==> src/rtl/johnson_pkg.sv <==
// rtl/johnson_pkg.sv - shared Johnson-code state encoding and legality/index helpers
package johnson_pkg;

  typedef enum logic [1:0] {
    ST_HUNT   = 2'd0,
    ST_TRACK  = 2'd1,
    ST_LOCKED = 2'd2
  } state_t;

  // Legal codes are a run of ones anchored at the MSB or at the LSB (covers all-0 and all-1).
  function automatic logic johnson_is_legal(input logic [31:0] code, input int width);
    logic [32:0] lsb_run;
    logic [32:0] msb_run;
    logic [32:0] c;
    logic        ok;
    ok = 1'b0;
    c  = {1'b0, code};
    for (int k = 0; k <= width; k++) begin
      lsb_run = (33'd1 << k) - 33'd1;
      msb_run = lsb_run << (width - k);
      if ((c == lsb_run) || (c == msb_run)) ok = 1'b1;
    end
    return ok;
  endfunction

  function automatic int johnson_index(input logic [31:0] code, input int width);
    int pop;
    pop = 0;
    for (int b = 0; b < width; b++) pop += int'({31'b0, code[b]});
    if (code[width-1] || (code == 32'd0)) return pop;
    return 2 * width - pop;
  endfunction

endpackage

==> src/rtl/johnson_decode.sv <==
// rtl/johnson_decode.sv - combinational Johnson code to {legal, phase index} decoder
module johnson_decode
  import johnson_pkg::*;
#(
  parameter int WIDTH = 4
) (
  input  logic [WIDTH-1:0]          i_code,
  output logic                      o_legal,
  output logic [$clog2(2*WIDTH)-1:0] o_idx
);

  localparam int IW = $clog2(2*WIDTH);

  logic [31:0] w_code_ext;

  assign w_code_ext = {{(32-WIDTH){1'b0}}, i_code};
  assign o_legal    = johnson_is_legal(w_code_ext, WIDTH);
  assign o_idx      = IW'(johnson_index(w_code_ext, WIDTH));

endmodule

==> config.mk <==
export PLATFORM = sky130hd
export DESIGN_NAME = johnson_decode
export DESIGN_NICKNAME = d
export VERILOG_FILES = /design/src/rtl/johnson_pkg.sv /design/src/rtl/johnson_decode.sv
export SDC_FILE = /design/constraint.sdc
export NUM_CORES = 1
export LEC_CHECK = 0
export ABC_CLOCK_PERIOD_IN_PS = 2400
export CORE_AREA = 5 5 42 44
export DETAILED_ROUTE_END_ITERATION = 10
export DIE_AREA = 0 0 47 49
export GPL_ROUTABILITY_DRIVEN = 0
export PLACE_DENSITY = 0.46
export SYNTH_ARGS = -nofsm -noshare
export SYNTH_HDL_FRONTEND = slang
export SYNTH_SLANG_ARGS = --single-unit
==> constraint.sdc <==
create_clock -name vclk -period 2.4
set_input_delay 0.24 -clock vclk [all_inputs]
set_output_delay 0.24 -clock vclk [all_outputs]
set_load 0.02 [all_outputs]
# --- Word-level counts from Yosys, hierarchy flattened ---
# Index checks and enable logic that the tools add are counted.
word_totals:
  mem_bits_ro: 0
  input_bits: 4
  n_memories: 0
  latch_bits: 0
  output_inout_bits: 4
  elab_cells: 24
  regBits: 0
  mem_bits_rw: 0
classes:
  mul: 0
  reduce_logical: 5
  magnitude_cmp: 0
  n_addsub: 4
  n_div: 0
  bitwise: 0
  n_eq_ne: 7
  shifts: 0
  mux: 8
ops:
  columns: ["op", "count"]
  rows:
  - ["$logic_not A32 Y1", 1]
  - ["$eq A4 B4 Y1 const B", 4]
  - ["$mux W1", 6]
  - ["$mux W3", 2]
  - ["$eq A4 B1 Y1 const B", 1]
  - ["$eq A4 B2 Y1 const B", 1]
  - ["$eq A4 B3 Y1 const B", 1]
  - ["$logic_or A1 B1 Y1", 4]
  - ["$add A2 B1 Y3", 1]
  - ["$add A3 B1 Y3", 1]
  - ["$sub A1 B3 Y3 const A", 1]
  - ["$add A1 B1 Y2", 1]

# --- Longest topological paths before layout ---
logic_depth:
  depth_word: 6
  mapped_depth: 9
  ltp_nobuf: 9

# --- Worst setup path before layout ---
# No wires, ideal clock.
synth_path:
  kind: "input port to output port"
  startpoint: "input i_code[0]"
  endpoint: "output o_idx[2]"
  t_arrival_ns: 2.082
  slack_ns: 0.078
  n_path_buf: 0
  required_time_ns: 2.160
  path_stages: 9
  cell_sequence: "inv_1 fa_1 inv_1 ha_1 ha_1 inv_1 ha_1 nor3_1 xor2_1"
synth_between:
  elab_chain_len: 5
  word_cells_on_any_way: 9
  classes_between: "add/sub: 4; mux: 3; reduce/logical: 2"
synth_rtl:
  columns: ["element", "line_no", "source"]
  rows:
  - ["start: declaration", "johnson_decode.sv:7", "input logic [WIDTH-1:0] i_code,"]
  - ["$add A1 B1 Y2", "johnson_pkg.sv:29", "for (int b = 0; b < width; b++) pop += int'({31'b0, code[b]});"]
  - ["$add A2 B1 Y3", "johnson_pkg.sv:29", null]
  - ["$add A3 B1 Y3", "johnson_pkg.sv:29", null]
  - ["$sub A1 B3 Y3 or $mux W3 (tied branches)", "johnson_pkg.sv:31, johnson_pkg.sv:30", null]
  - ["$mux W3 *", "johnson_pkg.sv:31", "return 2 * width - pop;"]
  - ["end: declaration", "johnson_decode.sv:9", "output logic [$clog2(2*WIDTH)-1:0] o_idx"]
# Mark *: on every way between the ends. The rest lies on a longest branch, timed or not.

# --- Worst setup path in the final report ---
layout_path:
  startpoint: "input i_code[1]"
  endpoint: "output o_idx[2]"
# The elaborated chain is that of the path after synthesis.

==> results <==
[worst max-delay path, stage by stage]
cell and delay, ps:
clkdlybuf4s15_2 180, inv_2 40, fa_1 490, inv_2 50, ha_4 150, ha_4 260
inv_2 40, ha_4 140, nor3_2 160, xor2_1 160, buf_4 160
[metal layers]
metal	share of wire	vias up
met5	0	-
met4	0	0
met3	0.062	0
met2	0.44	7
met1	0.49	89
li1	-	113
[worst min-delay path by stage]
| stage | start | end | slack (ps) | cells after the start |
|---|---|---|---|---|
| floorplan | i_code[2] | o_legal | 670 | 1 |
| global placement | i_code[3] | o_idx[2] | 1800 | 5 |
| detailed placement | i_code[3] | o_idx[2] | 1810 | 5 |
| CTS | i_code[3] | o_idx[1] | 1040 | 5 |
| global route | i_code[3] | o_idx[2] | 1060 | 5 |
| finish | i_code[3] | o_idx[2] | 1020 | 5 |
[layout by cell type (no fill, tap or decap)]
master | Yosys | layout
inv_2 | 0 | 5
clkdlybuf4s15_2 | 0 | 1
nor2_2 | 1 | 1
nor3_1 | 2 | 1
xor2_1 | 1 | 1
inv_1 | 7 | 2
fa_1 | 1 | 1
o32a_2 | 1 | 1
a21oi_1 | 1 | 1
buf_2 | 0 | 2
nor2b_4 | 1 | 1
buf_6 | 0 | 1
ha_1 | 7 | 4
buf_4 | 0 | 11
mux2_4 | 1 | 1
nor3_2 | 0 | 1
ha_4 | 0 | 3
clkdlybuf4s50_1 | 0 | 3
o21ai_0 | 1 | 1
[cells by family after synthesis]
family / after synthesis
XOR/XNOR: 1
multiplexers: 1
adder cells (fa/ha/maj): 8
AO/OA/AOI/OAI: 3
buffers and inverters: 7
AND/OR/NAND/NOR: 4
[power groups by stage]
stage / clock network, mW / registers [mW] / logic (mW)
3_3_place_gp: 0 / 0 / 0.113
4_1_cts: 0 / 0 / 0.123
2_1_floorplan: 0 / 0 / 0.0587
3_5_place_dp: 0 / 0 / 0.115
6_report: 0 / 0 / 0.133
5_1_grt: 0 / 0 / 0.148
[layout make-up]
cell class | instances | area, um2 | area share
Inverter | 7 | 26.3 | 0.0631
Timing Repair Buffer | 18 | 145 | 0.348
Multi-Input combinational cell | 17 | 225 | 0.541
Tap cell | 16 | 20.0 | 0.0480
[per-stage QoR]
step	std cells	setup WS [ps]
6_report	58	86.0
5_1_grt	58	6.35
3_5_place_dp	57	-872
3_3_place_gp	57	-835
4_1_cts	57	5.16
2_1_floorplan	24	78.2
[timing repair]
item                                    CTS  global route
hold buffers                              0             0
endpoints found under the setup margin    4             2
resized for setup                        28             5
pin swaps                                 4             4
setup buffers                             0             1
==> impl_metrics.yaml <==
status:
  outcome: "finished, final reports clean"
worst_setup_path:
  required_ps: 2160
  start_kind: "primary input"
  crit_start: "i_code[1]"
  critical_path.endpoint_type: "primary output"
  endpoint: "o_idx[2]"
  cp_data_arrival_time_ps: 2070
  crit_type: "primary input to primary output"
  critPathMaxFanout: 2
sta:
  period_share: 0.964
  slew_headroom: 0.858
  clock.fmax_mhz: 432
  setup_violations: 0
  tns_ps: 0
  worst_slew_pin_slew_ps: 213
  hold_viol: 0
  rsz0062_at_grt: "false"
  finalHoldWorstSlack_ps: 1020
  period_needed_ps: 2310
  report.final.slew_viol_count: 0
grt:
  grt_max_degree: 5
  grt_pass1_vias: 205
  met3_usage: 0
  grt_antenna_before_repair: 0
  top_usage_layer: "met1"
  overflow: 0
  use_met2: 0.0679
  grtUsageTotal: 0.0450
  use_met1: 0.0742
  grt_pass1_wl_um: 841
finish:
  nets: 56
  syn_to_final_growth_pct: 99.4
  diodes: 0
  fin_util: 0.297
  nClkBuffers: 0
  drive_gt1_frac: 0.667
  fillers: 165
  seq_cells: 0
  seqCellArea_um2: 0
  stdcell_area_um2: 417
power_and_ir_drop:
  ir_drop_mv: 0.0992
  power.total_uw: 133
  netSwitchingPower_uw: 59.7
  internal_power_uw: 73.8
  seq_power_share: 0
  p_sw_frac: 0.447
  pwr-share-comb: 1.000
  p_leak_nw: 0.208
  power_density_nw_per_um2: 320
  clkPwrFrac: 0
detailed_routing:
  viasPerCell: 3.60
  postRouteAntennaNets: 0
  wl_per_cell_um: 8.10
  drc_errors: 0
  drt_iter0_markers: 0
  wl_um: 470
  via_count: 209
  first_pass_iters: 1
yosys:
  synthesis.nets: 36
  synthAdderAreaFrac: 0.515
  ys_warn_count: 0
  synthMuxAreaShare: 0.0719
  netlist_top_cells_count: "ha_1, inv_1, nor3_1"
  synth.yosys.seq_area_share: 0
  synth_top_family_by_area: "adder cells"
  synth_compound_area_frac: 0.102
  synth-xor-area-share: 0.0419
  synthSimpleGateAreaFrac: 0.144
  yosysUniqueCellTypes: 11
  yosysTopAreaCell: "ha_1"
  syn_avg_cell_area_um2: 8.71
  synthCells: 24
  synth_area_um2: 209
  synth_top_area_frac: 0.419
  ys_top_cells_by_area: "ha_1, inv_1, fa_1"
floorplan:
  rows: 14
  start_util: 0.149
  dieWidth_um: 47
  num_io_pins: 8
  dieArea_um2: 2300
  design.core.area_um2: 1400
  die_h_um: 49
placement:
  place_area_um2: 377
  post-dp-hpwl_um: 407
  port-buffer-count: 8
worst_hold_path:
  min_path_type: "primary input to primary output"
job:
  drv_cap: 0
Note: power is estimated with default switching activity, not from simulation.
